<file path="src/rtl/shift_datapath.sv">
// Working register beside the load/shift controller; R7 feeds back as status.
// Build option SHIFT_DATAPATH_ROTATE_EN turns the shift command into a left rotate.
module shift_datapath #(
  parameter int WIDTH = 8,
  parameter int CNT_W = 8
) (
  input  logic             clk,
  input  logic             reset,
  input  logic             L,
  input  logic             S,
  input  logic [WIDTH-1:0] din,
  output logic [WIDTH-1:0] R,
  output logic             R7,
  output logic             done,
  output logic [CNT_W-1:0] load_cnt,
  output logic [CNT_W-1:0] shift_cnt,
  output logic             seq_err
);

  localparam logic [CNT_W-1:0] CNT_ONE = {{(CNT_W-1){1'b0}}, 1'b1};
  localparam logic [CNT_W-1:0] CNT_MAX = {CNT_W{1'b1}};

  logic load_cmd, shift_cmd;
  logic loaded;
  logic fill;

  // Case-equality keeps an undriven S from acting as either command.
  assign load_cmd  = L && (S === 1'b1);
  assign shift_cmd = L && (S === 1'b0);

`ifdef SHIFT_DATAPATH_ROTATE_EN
  assign fill = R[WIDTH-1];
`else
  assign fill = 1'b0;
`endif

  assign R7 = R[WIDTH-1];

  always_ff @(posedge clk) begin
    if (!reset) begin
      R         <= '0;
      done      <= 1'b0;
      load_cnt  <= '0;
      shift_cnt <= '0;
      seq_err   <= 1'b0;
      loaded    <= 1'b0;
    end else begin
      done <= shift_cmd;
      if (load_cmd) begin
        R      <= din;
        loaded <= 1'b1;
        if (load_cnt != CNT_MAX) load_cnt <= load_cnt + CNT_ONE;
      end else if (shift_cmd) begin
        R <= {R[WIDTH-2:0], fill};
        if (shift_cnt != CNT_MAX) shift_cnt <= shift_cnt + CNT_ONE;
        if (!loaded) seq_err <= 1'b1;
      end
    end
  end

endmodule

</file>
<file path="config.mk">
export PLATFORM = sky130hd
export DESIGN_NAME = shift_datapath
export DESIGN_NICKNAME = d
export VERILOG_FILES = /design/src/rtl/shift_datapath.sv
export SDC_FILE = /design/constraint.sdc
export NUM_CORES = 1
export LEC_CHECK = 0
export CORE_ASPECT_RATIO = 0.9
export CORE_MARGIN = 2
export CORE_UTILIZATION = 49
export CTS_CLUSTER_SIZE = 14
export DETAILED_ROUTE_END_ITERATION = 10
export PLACE_DENSITY_LB_ADDON = 0.15
export SETUP_SLACK_MARGIN = 0.5
export SYNTH_ARGS = -nofsm -noshare
export SYNTH_HDL_FRONTEND = slang
export SYNTH_SLANG_ARGS = --single-unit
</file>
<file path="constraint.sdc">
create_clock -name clk -period 3.1 [get_ports clk]
set_clock_uncertainty 0.15 [all_clocks]
set_input_delay 0.775 -clock clk [delete_from_list [all_inputs] [get_ports clk]]
set_output_delay 0.775 -clock clk [all_outputs]
set_load 0.02 [all_outputs]
</file>
==> After elaboration in Yosys (flattened, before gate mapping) <==
Cells that the tools add are included.
{ "op_classes": {"addsub": 2, "n_eq_ne": 4, "mul": 0, "n_mux": 2, "order_cmp": 0, "n_shift": 0, "n_div": 0, "reduce_logical": 6, "bitwise_logic": 2} }
{ "ops": {"columns": ["operator", "n"], "rows": [
  ["8-bit by 1-bit adder with 8-bit output, second input constant", 2],
  ["8-bit two-way mux", 2],
  ["8-bit != test, second input constant", 2],
  ["3-bit AND reduction", 2],
  ["1-bit case equality test, second input constant", 2],
  ["1-bit logical AND", 2],
  ["1-bit inverter", 2],
  ["2-bit AND reduction", 1],
  ["2-bit nonzero test", 1]
]} }
{ "word_totals": {"n_memories": 0, "word_cells": 22, "romBits": 0, "out_inout_bits": 27, "latchBits": 0, "in_bits": 12, "ff_bits": 27, "ramBits": 0} }

==> Longest topological paths before layout <==
Gate-level depths: netlist of run 1.
{ "logic_depth": {"ltp_word": 4, "depth_mapped": 4, "depth_no_buf": 4} }

==> Worst setup path before layout of run 1 <==
Ideal clock, no wire load.
{ "synth_path": {"path_type": "in2reg", "from": "input S", "to": "register shift_cnt[3]", "t_required_ns": 2.878, "setup_time_ns": 0.072, "path_slack_ns": 1.380, "arrival_time_ns": 1.498, "stages": 3, "cell_sequence": "nand4b_1 -> a311oi_2 -> mux2i_1"} }
{ "synth_via": {"elab_chain_len": 4} }
{ "synth_rtl": {"columns": ["element", "line", "rtl"], "rows": [
  ["start, declared", "10", "input logic S,"],
  ["1-bit case equality test", "28", "assign load_cmd = L && (S === 1'b1);"],
  ["1-bit logical AND", "28", null],
  ["1-bit inverter (no line)", null, null],
  ["3-bit AND reduction (no line) *", null, null],
  ["end signal, assigned", "55", "if (shift_cnt != CNT_MAX) shift_cnt <= shift_cnt + CNT_ONE;"],
  ["end, declared", "16", "output logic [CNT_W-1:0] shift_cnt,"]
]} }
Mark *: on every way between the ends. The rest lies on a longest branch, timed or not.
A chain may end at the register's enable or synchronous reset.

==> Worst setup path after layout of run 1 <==
{ "layout_path": {"from": "register load_cnt[2]", "to": "output load_cnt[2]"} }
{ "layout_lines": {"columns": ["element", "line", "rtl"], "rows": [
  ["start, declared", "15", "output logic [CNT_W-1:0] load_cnt,"],
  ["start signal, assigned", "52", "if (load_cnt != CNT_MAX) load_cnt <= load_cnt + CNT_ONE;"]
]} }
No word-level cell between the ends.

==> impl_results.md, run 1 <==
* Core footprint at 0.002489 mm²
* Post-CTS setup repair buffer count at 0
* Outcome: finished clean
* Total Wirelength at 2829 µm
* Worst hold path type: reg -> reg
* Count of buffering cells on the critical path with inverters included at 1
* Deepest level of the CTS H-tree at 1
* Flop2flop setup slack at 1480 ps
* Sum of overflow across all layers after global routing at 0
* Post-layout minimum cycle time at 2460 ps
* Worst Setup SP: load_cnt[2]
* Setup CP Type: reg -> out
* IR drop worst, VDD at 0.3473 mV
* Final Instance Area at 0.001715 mm²
* Number of clock sinks at 27
* I/O Pins at 39
* First-pass detailed-route iteration total at 4
* Kind of start point of the critical path: register
* Utilization after layout at 0.6893
* Routed length per instance at 13.67 µm
* Yosys top cell area share at 0.4162
* Critical path's largest stage delay at 670 ps
* Initial Utilization at 0.5219
* Diodes inserted at 0
* Synth top area cells: sky130_fd_sc_hd__dfxtp_1, sky130_fd_sc_hd__mux2i_1, sky130_fd_sc_hd__a211oi_1
* CTS buffer count at 3
* Cells resized by post-CTS repair at 0
* Cell row count at 17
* Highest fanout seen on the critical path at 11
* Final worst-path cycle share at 0.7934
* CTS tree: done
* Post-Place Setup Slack at 645.5 ps
* Total standard cell area after synthesis at 0.001299 mm²
* HPWL reported at the end of detailed placement at 2027 µm
* Fill cell count at 213
* Final Setup Violations at 0
* Global router's overall resource usage at 0.2023
* DR vias/cell at 5.778
* Number of antenna violations at the first check in global routing at 0
* First DRT Iteration DRCs at 41
* Total Die Area at 0.003079 mm²
* FF+latch count, synth at 27
* Pin count of the biggest net entering global routing at 23
* Worst endpoint required time at 2170 ps
* Number of input and output port buffers inserted at 38
* Highest-delay cell along the critical path: sky130_fd_sc_hd__clkdlybuf4s50_1
* Avg Synthesized Cell Area at 9.082 µm²
* Insertion delay to the later sink of the worst-skew pair at 330 ps
* Library cell occupying the most area in the post-synthesis netlist: sky130_fd_sc_hd__dfxtp_1
* Number of warnings printed during yosys synthesis at 0
* Leakage power figure at 0.6342 nW
* Pins over their slew limit at 0
* Max Root-Sink Buffers at 2
* Syn Nets at 157
* Global-route wire length before repair at 4767 µm
* Clock input transition at the sequential cells of the worst setup and hold paths at 150 ps
* Count of nets left with antenna violations after detail routing at 0
* Chain of cells forming the critical path: clkdlybuf4s50_1
* Unrepaired setup endpoints after global routing: false
* Die height at 52.84 µm
* Hold Path Origin: seq_err
* Share of post-route cells with drive strength above 1 at 0.05028
* Placement-stage cell area at 0.001685 mm²
* Kind of end point of the critical path: output pin
* Total of max-cap violations at 0
* Pwr/cell area at 364.3 mW/mm²
* Relative slew slack at 0.6577
* CP Data Arrival Time at 1530 ps
* Post-synthesis sequential area ratio at 0.4162
* Clock root buffer: sky130_fd_sc_hd__clkbuf_4
* Synthesis-to-finish area growth at 32.08%
* Worst hold margin at 334.6 ps
* Remaining DRCs at 0
* Count of distinct cell types in the synthesized netlist at 36
* Routability cong. at 0.7541
* Number of standard cells after synthesis at 143
* Cts hold-fix bufs at 0
* Cell type group with the largest total delay on the critical path: buffers and inverters
* Total number of vias at 1196
* Via count of the first global-routing pass at 1073
* Worst R2R Start: shift_cnt[0]
* Maximum frequency from static timing analysis at 406.6 MHz
* Setup total negative slack at 0 ps
* Overall die width at 58.27 µm
* Final Hold Fails at 0
* Setup WS post-layout at 640.4 ps
* Worst-margin pin slew at 510.3 ps
* Final-stage net count at 194
synth_stat cells:
master / number
sky130_fd_sc_hd__a211oi_1: 8
sky130_fd_sc_hd__a21o_1: 1
sky130_fd_sc_hd__a21oi_1: 6
sky130_fd_sc_hd__a311oi_1: 3
sky130_fd_sc_hd__a311oi_2: 1
sky130_fd_sc_hd__a31oi_1: 5
sky130_fd_sc_hd__a41oi_1: 1
sky130_fd_sc_hd__and3_1: 5
sky130_fd_sc_hd__and3b_1: 1
sky130_fd_sc_hd__and4_1: 4
sky130_fd_sc_hd__and4_4: 1
sky130_fd_sc_hd__buf_1: 1
sky130_fd_sc_hd__buf_2: 4
sky130_fd_sc_hd__buf_4: 3
sky130_fd_sc_hd__clkbuf_2: 1
sky130_fd_sc_hd__clkinv_1: 1
sky130_fd_sc_hd__dfxtp_1: 27
sky130_fd_sc_hd__ha_1: 2
sky130_fd_sc_hd__inv_1: 3
sky130_fd_sc_hd__mux2i_1: 13
sky130_fd_sc_hd__nand2_1: 14
sky130_fd_sc_hd__nand2b_1: 6
sky130_fd_sc_hd__nand3_1: 6
sky130_fd_sc_hd__nand4_1: 1
sky130_fd_sc_hd__nand4b_1: 1
sky130_fd_sc_hd__nor2_1: 10
sky130_fd_sc_hd__nor2b_1: 1
sky130_fd_sc_hd__nor3_1: 3
sky130_fd_sc_hd__nor4_1: 1
sky130_fd_sc_hd__nor4bb_1: 1
sky130_fd_sc_hd__o21a_1: 1
sky130_fd_sc_hd__o21ai_0: 1
sky130_fd_sc_hd__o21bai_1: 2
sky130_fd_sc_hd__o311a_1: 2
sky130_fd_sc_hd__o31ai_1: 1
sky130_fd_sc_hd__or3_1: 1
cells in the final DEF, fill, tap and decap left out, types with 6 or more instances in the layout:
cell                              Yosys  final
sky130_fd_sc_hd__nand2_1             14     14
sky130_fd_sc_hd__a21oi_1              6      6
sky130_fd_sc_hd__mux2i_1             13     13
sky130_fd_sc_hd__a211oi_1             8      8
sky130_fd_sc_hd__dfxtp_1             27     27
sky130_fd_sc_hd__nand3_1              6      6
sky130_fd_sc_hd__clkdlybuf4s50_1      0     38
sky130_fd_sc_hd__nand2b_1             6      6
sky130_fd_sc_hd__nor2_1              10     10
worst register-to-register path, stage by stage (launching register included):
cell                       delay, ps
sky130_fd_sc_hd__dfxtp_1         430
sky130_fd_sc_hd__ha_1            290
sky130_fd_sc_hd__and3b_1         280
sky130_fd_sc_hd__nor4bb_1        300
sky130_fd_sc_hd__nor3_1           80
report_power, final:
group	internal [mW]	total, mW	switching (mW)
registers	0.360	0.370	0.00981
clock network	0.0494	0.155	0.106
logic	0.0512	0.100	0.0490
total	0.460	0.625	0.165
final timing paths:
path / end / depth (start not counted)
worst max-delay path: load_cnt[2] / 1
worst min-delay path: seq_err / 1
worst max register to register: shift_cnt[4] / 4
worst min register to register: seq_err / 1
metal layers:
layer / GRT usage / part of all wire / vias to the layer above
met5: 0 / 0 / -
met1: 0.2583 / 0.47 / 541
met3: 0.05679 / 0.075 / 2
met2: 0.3371 / 0.45 / 49
met4: 0.04651 / 0.0060 / 0
li1: - / - / 604
sequential cells by signal, indices dropped and copies added, names as in the netlist:
name and cells:
R 8, done 1, load_cnt 8, loaded 1, seq_err 1, shift_cnt 8
cell families after synthesis:
logic type | count (synthesis) | synth area share
simple gates | 56 | 0.2332
buf+inv | 13 | 0.05105
fa+ha+maj | 2 | 0.01926
compound gates | 32 | 0.1802
flops | 27 | 0.4162
mux | 13 | 0.1002
layout make-up:
type,instances,area (µm²),area share
sequential,27,540.5,0.3151
inverter,4,15.01,0.008753
clock buffer,3,22.52,0.01313
clock inverter,1,7.507,0.004376
multi-input combinational,103,691.9,0.4034
timing repair buffer,41,402.9,0.2349
tap,28,35.03,0.02042
stage by stage:
stage / std cells / power (mW)
floorplan: 143 / 0.4307
global placement: 203 / 0.4754
detailed placement: 203 / 0.4772
CTS: 207 / 0.6341
global route: 207 / 0.6545
finish: 207 / 0.6249
No activity file was read; power rests on OpenSTA's default activity.
==> run 2, diff against run 1 <==
--- a/config.mk
+++ b/config.mk
@@ -7,7 +7,7 @@
 export LEC_CHECK = 0
 export CORE_ASPECT_RATIO = 0.9
 export CORE_MARGIN = 2
-export CORE_UTILIZATION = 49
+export CORE_UTILIZATION = 41
 export CTS_CLUSTER_SIZE = 14
 export DETAILED_ROUTE_END_ITERATION = 10
 export PLACE_DENSITY_LB_ADDON = 0.15
==> constraint.sdc (replaced) <==
create_clock -name clk -period 2 [get_ports clk]
set_clock_uncertainty 0.15 [all_clocks]
set_input_delay 0.5 -clock clk [delete_from_list [all_inputs] [get_ports clk]]
set_output_delay 0.5 -clock clk [all_outputs]
set_load 0.02 [all_outputs]
==> impl_results.md, run 2 (synthesized netlist as in run 1, its figures left out) <==
* Count of nets left with antenna violations after detail routing at 0 (unchanged)
* Pins over their slew limit at 0 (unchanged)
* Setup WS post-layout at 494.1 ps (-146.3 ps)
* Global-route wire length before repair at 5720 µm (+20%)
* Relative slew slack at 0.8297 (+0.1720)
* Die height at 57.40 µm (+8.6%)
* Number of input and output port buffers inserted at 38 (unchanged)
* Non-filler cells, final at 243 (+17%)
* Switching part of the total power at 0.2635 (about the same)
* Final Setup Violations at 0 (unchanged)
* Global router's overall resource usage at 0.1952 (-0.007102)
* Routed length per instance at 13.77 µm (+0.78%)
* Commonest cells after routing, fill and taps aside: sky130_fd_sc_hd__buf_4, sky130_fd_sc_hd__buf_6, sky130_fd_sc_hd__dfxtp_2, sky130_fd_sc_hd__nand2_1, sky130_fd_sc_hd__mux2i_1
* Post-layout minimum cycle time at 1506 ps
* Final Instance Area at 0.002018 mm² (+18%)
* Synthesis-to-finish area growth at 55.40%
* CTS tree: done
* Sum of overflow across all layers after global routing at 0 (unchanged)
* First DRT Iteration DRCs at 61 (+49%)
* CP Data Arrival Time at 1600 ps (+70 ps)
* Highest-delay cell along the critical path: sky130_fd_sc_hd__dfxtp_2
* Most common cell after layout, fill and taps aside: sky130_fd_sc_hd__buf_4
* Total number of vias at 1302 (+8.9%)
* Clock Power Share at 0.241 (-0.007)
* HPWL reported at the end of detailed placement at 2197 µm (+8.4%)
* Total Die Area at 0.003635 mm² (+18%)
* Pwr/cell area at 486.3 mW/mm² (+34%)
* Max Root-Sink Buffers at 2 (unchanged)
* Via count of the first global-routing pass at 1276 (+19%)
* DR vias/cell at 5.358 (-7.3%)
* Overall die width at 63.33 µm (+8.7%)
* CTS buffer count at 3 (unchanged)
* Worst hold margin at 355.3 ps (+20.78 ps)
* Post-Place Setup Slack at -22.05 ps (-667.5 ps)
* Comb power frac at 0.181 (+0.021)
* Setup total negative slack at 0 ps (unchanged)
* Initial Utilization at 0.4268 (-0.09506)
* Outcome: finished clean
* Worst-margin pin slew at 254.6 ps (-255.7 ps)
* Maximum frequency from static timing analysis at 664.1 MHz
* Sw power at 258.6 µW (+57%)
* Chain of cells forming the critical path: buf_4 -> and3_2 -> and4_1 -> a311oi_2
* Highest fanout seen on the critical path at 8 (-3)
* Share of post-route cells with drive strength above 1 at 0.4577 (+0.4074)
* Cell type group with the largest total delay on the critical path: simple AND/OR/NAND/NOR gates
* Final Hold Fails at 0 (unchanged)
* Internal power contribution at 722.8 µW (+57%)
* IR drop worst, VDD at 0.3306 mV (-4.8%)
* Routability cong. at 0.7650 (+1.4%)
* Cells after DPL at 223 (+9.9%)
* Total of max-cap violations at 0 (unchanged)
* Clock input transition at the sequential cells of the worst setup and hold paths at 140 ps (about the same)
* Number of antenna violations at the first check in global routing at 0 (unchanged)
* I/O Pins at 39 (unchanged)
* First-pass detailed-route iteration total at 4 (unchanged)
* Number of clock sinks at 27 (unchanged)
* Leakage power figure at 0.8286 nW (+31%)
* Count of buffering cells on the critical path with inverters included at 1 (unchanged)
* Critical path's largest stage delay at 350 ps (-320 ps)
* Clock root buffer: sky130_fd_sc_hd__clkbuf_4
* Kind of end point of the critical path: register
* Worst endpoint required time at 2090 ps (-80 ps)
* Kind of start point of the critical path: register
* Fill cell count at 291 (+37%)
* Final-stage net count at 216 (+11%)
* Worst hold path type: reg -> reg
* Final worst-path cycle share at 0.7529
* Setup CP Type: reg -> reg
* Cts hold-fix bufs at 0 (unchanged)
* Total Power Consumption at 981.4 µW (+57%)
* Unrepaired setup endpoints after global routing: true
* Placement-stage cell area at 0.001753 mm² (+4.0%)
* Diodes inserted at 0 (unchanged)
* Cell row count at 19 (+2)
* Largest registers: R (8), load_cnt (8), shift_cnt (8)
* Deepest level of the CTS H-tree at 1 (unchanged)
* Total Wirelength at 3347 µm (+18%)
* Utilization after layout at 0.6632 (-0.02605)
* Core footprint at 0.003043 mm² (+22%)
* Pin count of the biggest net entering global routing at 17 (-26%)
* Insertion delay to the later sink of the worst-skew pair at 320 ps (about the same)
* Remaining DRCs at 0 (unchanged)
* Sequential share of power at 0.578 (-0.013)
run 2: repair_timing:
action,in CTS,in global routing
setup buffers,12,4
endpoints found under the setup margin,48,38
pin swaps,3,3
gates resized for setup,166,39
run 2: metal layers:
metal,wire length [µm],part of all wire,GRT usage,up-vias
li1,-,-,-,649
met1,1428,0.43,0.2417,597
met2,1645,0.49,0.3218,49
met3,204,0.061,0.04142,7
met4,68,0.020,0.1025,0
met5,0,0,0,-
run 2: final timing paths:
path | to | from | slack (ps) | depth (start not counted)
worst max-delay path | load_cnt[7] | load_cnt[4] | 490 | 4
worst min-delay path | loaded | loaded | 360 | 2
worst max register to register | load_cnt[7] | load_cnt[4] | 490 | 4
worst min register to register | loaded | loaded | 360 | 2
run 2: layout make-up:
class | instances | area (µm²) | area share
multi-input cells | 103 | 745.7 | 0.3695
flip-flops and latches | 27 | 595.6 | 0.2951
repair buffers | 63 | 580.6 | 0.2877
well taps | 42 | 52.55 | 0.02604
clock buffers | 4 | 26.28 | 0.01302
inverters | 4 | 17.52 | 0.008679
run 2: power groups by stage:
stage | clock network, mW | registers (mW) | logic [mW]
detailed placement | 0 | 0.585 | 0.163
CTS | 0.243 | 0.569 | 0.162
global placement | 0 | 0.584 | 0.160
floorplan | 0 | 0.605 | 0.0632
finish | 0.236 | 0.567 | 0.178
global route | 0.261 | 0.571 | 0.194
run 2: worst min-delay path, stage by stage (launching register included):
cell and delay, ps:
sky130_fd_sc_hd__dfxtp_1 360, sky130_fd_sc_hd__a21oi_1 40, sky130_fd_sc_hd__nor2_1 80
==> run 3, diff against run 2 <==
==> constraint.sdc (replaced) <==
create_clock -name clk -period 1.3 [get_ports clk]
set_clock_uncertainty 0.15 [all_clocks]
set_input_delay 0.325 -clock clk [delete_from_list [all_inputs] [get_ports clk]]
set_output_delay 0.325 -clock clk [all_outputs]
set_load 0.02 [all_outputs]
==> impl_results.md, run 3 (synthesized netlist as in run 1, its figures left out) <==
* Outcome: finished with violations
* Failing checks: setup timing
* Synthesis-to-finish area growth at 114.6%
* Highest fanout seen on the critical path at 4 (-4)
* Total of max-cap violations at 0 (unchanged)
* Share of post-route cells with drive strength above 1 at 0.7082 (+0.2504)
* I/O Pins at 39 (unchanged)
* Kind of start point of the critical path: register
* Remaining DRCs at 0 (unchanged)
* Total Wirelength at 6311 µm (+89%)
* Global router's overall resource usage at 0.2848 (+0.08955)
* Relative slew slack at 0.8270 (-0.002662)
* First-pass detailed-route iteration total at 4 (unchanged)
* Setup WS post-layout at -221.7 ps (-715.8 ps)
* Initial Utilization at 0.4268 (unchanged)
* Setup CP Type: reg -> reg
* Unrepaired setup endpoints after global routing: true
* Pins over their slew limit at 0 (unchanged)
* Count of nets left with antenna violations after detail routing at 0 (unchanged)
* Number of input and output port buffers inserted at 38 (unchanged)
* IR drop worst, VDD at 0.5160 mV (+56%)
* Insertion delay to the later sink of the worst-skew pair at 350 ps (+30 ps)
* Final worst-path cycle share at 1.171 (+0.4176)
* Total Power Consumption at 1.734 mW (+77%)
* Post-layout minimum cycle time at 1522 ps (+15.83 ps)
* First DRT Iteration DRCs at 95 (+56%)
* Non-filler cells, final at 276 (+14%)
* Fill cell count at 105 (-64%)
* CTS buffer count at 3 (unchanged)
* Most common cell after layout, fill and taps aside: sky130_fd_sc_hd__buf_6
* DR vias/cell at 5.978 (+12%)
* Kind of end point of the critical path: register
* Total number of vias at 1650 (+27%)
* Final Instance Area at 0.002788 mm² (+38%)
* Leakage power figure at 1.132 nW (+37%)
* Clock input transition at the sequential cells of the worst setup and hold paths at 170 ps (+30 ps)
* Post-Place Setup Slack at -559.5 ps (-537.5 ps)
* CP Data Arrival Time at 1670 ps (+70 ps)
* Routability cong. at 0.8255 (+7.9%)
* Final Setup Violations at 42 (+42)
* Worst endpoint required time at 1450 ps (-640 ps)
* Utilization after layout at 0.9161 (+0.2529)
* Routed length per instance at 22.87 µm (+66%)
* Worst hold path type: in -> reg
* Commonest cells after routing, fill and taps aside: sky130_fd_sc_hd__buf_6, sky130_fd_sc_hd__dfxtp_4, sky130_fd_sc_hd__buf_4, sky130_fd_sc_hd__nand2_1
* Footprint of the flip-flops and latches at 638.1 µm² (+7.1%)
* Setup total negative slack at -2573 ps (-2573 ps)
* Overall die width at 63.33 µm (unchanged)
* Worst-margin pin slew at 254.4 ps (-0.2316 ps)
* Final Hold Fails at 0 (unchanged)
* CTS tree: done
* Cells after DPL at 252 (+13%)
* Via count of the first global-routing pass at 1595 (+25%)
* Sum of overflow across all layers after global routing at 0 (unchanged)
* Number of clock sinks at 27 (unchanged)
* Final-stage net count at 248 (+15%)
* Placement-stage cell area at 0.002176 mm² (+24%)
* Deepest level of the CTS H-tree at 1 (unchanged)
* Maximum frequency from static timing analysis at 657.2 MHz (-1.0%)
* Core footprint at 0.003043 mm² (unchanged)
* Global-route wire length before repair at 7907 µm (+38%)
* Number of antenna violations at the first check in global routing at 1 (+1)
* Die height at 57.40 µm (unchanged)
* Cts hold-fix bufs at 0 (unchanged)
* Total Die Area at 0.003635 mm² (unchanged)
* Max Root-Sink Buffers at 2 (unchanged)
* Area occupied by multi-input gates at 965.9 µm² (+30%)
* Pin count of the biggest net entering global routing at 16 (-1)
* Worst hold margin at 189.8 ps (-165.5 ps)
* Cell row count at 19 (unchanged)
* HPWL reported at the end of detailed placement at 2619 µm (+19%)
* Clock root buffer: sky130_fd_sc_hd__clkbuf_4
* Largest registers: R (8), load_cnt (8), shift_cnt (8)
* Pwr/cell area at 622.1 mW/mm² (+28%)
==> run 3: cell count changes in the layout (fill, tap and decap cells not counted), moves of 4 or more <==
cell                              before  now
sky130_fd_sc_hd__buf_6                22   58
sky130_fd_sc_hd__dfxtp_4              10   26
sky130_fd_sc_hd__dfxtp_2              14    0
sky130_fd_sc_hd__buf_4                30   20
sky130_fd_sc_hd__a211oi_1              8    0
sky130_fd_sc_hd__a211oi_2              0    8
sky130_fd_sc_hd__clkdlybuf4s50_1       9    4
sky130_fd_sc_hd__mux2i_1              13    8
sky130_fd_sc_hd__nor2_1               10    6
==> run 3: worst paths after layout <==
| path | from | endpoint | slack [ps] | depth (start not counted) |
|---|---|---|---|---|
| max | shift_cnt[4] | shift_cnt[5] | -220 | 5 |
| min | S | loaded | 190 | 4 |
| max reg2reg | shift_cnt[4] | shift_cnt[5] | -220 | 5 |
| min reg2reg | shift_cnt[1] | shift_cnt[1] | 390 | 2 |
==> run 3: final cells by class <==
cell class	instances	share of cell area
timing repair buffer	95	0.3851
clock inverter	1	0.001795
antenna	1	0.0008977
sequential	27	0.2289
tap	42	0.01885
inverter	4	0.009874
clock buffer	3	0.008079
multi-input combinational	103	0.3465
==> run 3: worst max-delay path, cell delays in order, from the launching register on <==
cell and delay [ps]:
sky130_fd_sc_hd__dfxtp_4 390, sky130_fd_sc_hd__buf_4 140, sky130_fd_sc_hd__buf_4 120, sky130_fd_sc_hd__nand3_1 170
sky130_fd_sc_hd__o21bai_1 260, sky130_fd_sc_hd__o311a_1 230
==> run 3: what timing repair did <==
item	in CTS	in global routing
buffers inserted	8	8
resized for setup	225	33
pin swaps	30	18
gates cloned	3	0
hold endpoints to repair	0	0
setup endpoints to repair	54	54
==> run 3: routing by layer <==
layer  track usage  vias to the layer above  part of all wire
met2        0.5338                       96              0.52
met5             0                        -                 0
met4        0.1398                        0             0.044
met1        0.3156                      804              0.38
li1              -                      720                 -
met3       0.04142                       30             0.050
==> run 3: where the power goes <==
part | leakage [nW] | internal, mW | switching, mW | total, mW
Sequential | 0.239 | 0.824 | 0.0351 | 0.859
Combinational | 0.874 | 0.267 | 0.214 | 0.480
Clock | 0.0177 | 0.116 | 0.279 | 0.395
==> RTL change 1 (config.mk and constraints of run 2) <==
Register the output `R7`, without a reset; this adds one clock of latency there. The other outputs are not delayed to match.
--- a/src/rtl/shift_datapath.sv
+++ b/src/rtl/shift_datapath.sv
@@ -34,7 +34,9 @@
   assign fill = 1'b0;
 `endif
 
-  assign R7 = R[WIDTH-1];
+  always_ff @(posedge clk) begin
+    R7 <= R[WIDTH-1];
+  end
 
   always_ff @(posedge clk) begin
     if (!reset) begin
Function: changed (a bounded check fails within 4 cycles, from zero or initial values and one cycle with reset low).
==> RTL change 1 against run 2 <==
- wire length up 3.2%
- synthesized area up 0.96%
- sequential cell count up 1
- setup slack worse by 0.036 ns
- cell area up 5.0%
- largest power group unchanged
- power up 7.6%
- synthesized cell count unchanged
==> RTL change 1: results (changes against run 2) <==
[status]
status=finished, final reports clean

[sta]
slew_headroom_pct=80.7  ; -2.2 points
holdWs_ns=0.332  ; -0.0237 ns
min_period_over_period_pct=77.1  ; +1.8 points

[critical_path]
critical_path_arrival_ns=1.62  ; +0.02 ns
cp_max_fo=4  ; -4
r2r-end=shift_cnt[4]
critPathLaunch=shift_cnt[0]
endpoint_kind=register
r2r.worst_path.cells=7  ; +3
ff2ff_setup_slack_ns=0.46  ; -0.04 ns
path_delay_family=buffers and inverters

[placement]
placed_area_um2=1770  ; +1.1%
portBuffers=38  ; unchanged
dp_cells=224  ; +0.45%
post-dp-hpwl_um=2180  ; -0.92%
place_ws_ns=-0.00584  ; +0.0162 ns
gp_congestion=0.801  ; +4.7%

[min_path]
min_to=R7
min_from=R[7]
worstHoldPathCells=1  ; -1

[synthesis]
syn_inst=143  ; unchanged
yosysUniqueCellTypes=36  ; unchanged
synth_compound_area_share_pct=17.8  ; -0.17 points
yosysSeqAreaShare_pct=42.7  ; +1.1 points
synthAdderAreaFrac_pct=1.91  ; -0.018 points
synth_xor_area_share_pct=0  ; unchanged
yosys-top-cells-area=dfxtp_1 43%, mux2i_1 9.9%, a211oi_1 4.6%
synth.area.mux_share_pct=9.92  ; -0.096 points
synth_commonest_cells=28 x dfxtp_1, 14 x nand2_1, 13 x mux2i_1, 10 x nor2_1, 8 x a211oi_1

[cells_and_area]
drive_above_1_share_pct=46.7  ; +0.90 points
fillers=252  ; -13%
reg.largest.list=R: 8 flops, load_cnt: 8 flops, shift_cnt: 8 flops
stdcell_count=252  ; +3.7%
finalNetCount=225  ; +4.2%

[grt]
grt_max_degree=18  ; +1
met1_usage_pct=22.9  ; -1.3 points
grt_pass1_wl_um=5250  ; -8.2%
grt_usage_pct=18.0  ; -1.5 points
use_met2_pct=30.1  ; -2.1 points
antenna_found_initial=0  ; unchanged
grtUsageMet3_pct=4.08  ; -0.064 points
grt_pass1_vias=1169  ; -8.4%

[pwr]
p_leak_nw=0.894  ; +7.9%
p_clk_uw=276  ; +17%
internal-power_uw=788  ; +9.0%
peakVddDrop_v=0.000292  ; -12%
seqPwrFrac_pct=55.7  ; -2.1 points
swShare_pct=25.4  ; -0.94 points

[detailed_routing]
drtIter0Drc=80  ; +31%
routed.top_layer=met4
met2_length_um=1760  ; +7.0%
wl_per_cell_um=13.7  ; -0.52%
routed-wl-met3_um=183  ; -10%
drt-met1-wl_um=1480  ; +3.4%
routed_via_density=5.29  ; -1.3%

[die]
core_um2=3040  ; unchanged

[RTL change 1: changes by cell type in the layout (fill, tap and decap cells not counted), moves of 2 or more]
cell	delta
dfxtp_2	+2
and3_1	+3
and3_4	-2
buf_4	+3
buf_6	+5
[RTL change 1: cell families after synthesis]
| group | Yosys count |
|---|---|
| DFF | 28 |
| AOI/OAI and AO/OA | 32 |
| buffers and inverters | 12 |
| and+or+nand+nor | 56 |
| adders and majority gates | 2 |
| muxes | 13 |
[RTL change 1: cell type report]
cell class / count / area (um^2) / share of cell area, %
clock buffers: 4 / 36.3 / 1.71
repair buffers: 71 / 659 / 31.1
flip-flops and latches: 28 / 614 / 29.0
multi-input cells: 103 / 741 / 34.9
well taps: 42 / 52.6 / 2.48
inverters: 4 / 16.3 / 0.767
[RTL change 1: timing repair]
| item | CTS | global route |
|---|---|---|
| resized for setup | 174 | 31 |
| setup buffers | 17 | 7 |
| pin swaps | 8 | 1 |
| endpoints found under the setup margin | 48 | 41 |
| cloned | 0 | 0 |
| hold buffers | 0 | 0 |
==> RTL change 2 (flow settings as in run 2) <==
Made on the original files. The option `SHIFT_DATAPATH_ROTATE_EN` is turned on by a define.
--- a/src/rtl/shift_datapath.sv
+++ b/src/rtl/shift_datapath.sv
@@ -1,5 +1,7 @@
 // Working register beside the load/shift controller; R7 feeds back as status.
 // Build option SHIFT_DATAPATH_ROTATE_EN turns the shift command into a left rotate.
+`define SHIFT_DATAPATH_ROTATE_EN
+
 module shift_datapath #(
   parameter int WIDTH = 8,
   parameter int CNT_W = 8
Function: changed (Yosys sat finds a counterexample within 4 cycles, from zero or initial values and one cycle with reset low).
==> RTL change 2 against run 2 <==
- sequential cell count stayed put
- global-route usage is 1.3 points lower
- cell area stayed put
- via count is 2.5% higher
- critical endpoint is now load_cnt[6]
- critical path depth is 3 lower
- die area is 0.90% higher
- power hardly changed
- setup slack worse by 0.0033 ns
- first-iteration DRC count is 23% higher
- synthesized area is 0.96% higher
- sequential share of layout area stayed put
- highest routed layer unchanged
- utilization stayed put
- wire length is 1.7% higher
==> RTL change 2: results (changes against run 2) <==
[synthesis]
synth.area.mux_share_pct=10.7  ; +0.67 points
yosysSeqAreaShare_pct=41.2  ; -0.40 points
yosys-top-cells-area=dfxtp_1 41%, mux2i_1 11%, a211oi_1 5.2%
synth_commonest_cells=27 x dfxtp_1, 14 x mux2i_1, 14 x nand2_1, 11 x nor2_1, 9 x a211oi_1
yosys.area.top_type_share_pct=41.2  ; -0.40 points
yosysUniqueCellTypes=34  ; -5.6%
synth_compound_area_share_pct=18.0  ; +0.019 points
avgSynthCellArea_um2=9.11  ; +0.26%
synthAdderAreaFrac_pct=1.91  ; -0.018 points

[grt]
grt_max_degree=19  ; +2
grt_pass1_vias=1221  ; -4.3%
grt_pass1_wl_um=5400  ; -5.6%

[min_path]
worstHoldPathCells=1  ; -1
min_from=seq_err
min_to=seq_err

[cells_and_area]
stdcell_count=244  ; +0.41%
buffers=64  ; +1.6%
multi_input_area_share_pct=37.3  ; +0.37 points
buf_share_pct=28.5  ; -0.25 points
drive_above_1_share_pct=46.0  ; +0.27 points
finalNetCount=217  ; +0.46%
fillers=272  ; -6.5%

[placement]
placed_area_um2=1760  ; +0.57%
place_ws_ns=-0.111  ; -0.0892 ns
post-dp-hpwl_um=2190  ; -0.18%
gp_congestion=0.751  ; -1.8%

[pwr]
p_leak_nw=0.872  ; +5.3%
internal-power_uw=726  ; +0.38%
peakVddDrop_v=0.000656  ; +98%

[sta]
post-route-min-period_ns=1.51  ; +0.00334 ns
holdWs_ns=0.341  ; -0.0148 ns

[status]
status=finished, final reports clean

[critical_path]
critPathLaunch=load_cnt[6]
crit_path_end=load_cnt[6]
path_delay_family=flip-flops
r2r-end=shift_cnt[0]
ff2ff_setup_slack_ns=0.54  ; +0.05 ns
crit_slowest_cell=dfxtp_4
critical_path_arrival_ns=0.86  ; -0.74 ns
cp_max_fo=4  ; -4
crit_path_max_incr_delay_ns=0.38  ; +0.03 ns

[clock_tree]
cts-resized-gates=159  ; -4.2%

[detailed_routing]
via_count=1334  ; +2.5%
firstDrtPassIters=6  ; +2

RTL change 2: changes by cell type in the layout (fill, tap and decap cells not counted), moves of 2 or more:
| cell | before | now |
|---|---|---|
| dfxtp_1 | 3 | 1 |
| buf_4 | 30 | 32 |
| dlygate4sd2_1 | 2 | 0 |
| buf_6 | 22 | 20 |
| and3_1 | 2 | 5 |
| clkbuf_2 | 0 | 2 |
| and3_4 | 2 | 0 |
| dfxtp_2 | 14 | 17 |
RTL change 2: routing by layer:
layer / up-vias / global-route usage, % / wire length, um
li1: 656 / - / -
met1: 630 / 23.0 / 1430
met2: 44 / 32.0 / 1760
met3: 4 / 4.27 / 195
met4: 0 / 4.35 / 18
met5: - / 0 / 0
RTL change 2: power groups by stage:
stage / clock [mW] / combinational, mW / sequential [mW]
floorplan: 0 / 0.0676 / 0.609
finish: 0.228 / 0.182 / 0.573
detailed placement: 0 / 0.168 / 0.589
CTS: 0.239 / 0.169 / 0.571
global placement: 0 / 0.166 / 0.588
global route: 0.264 / 0.197 / 0.576
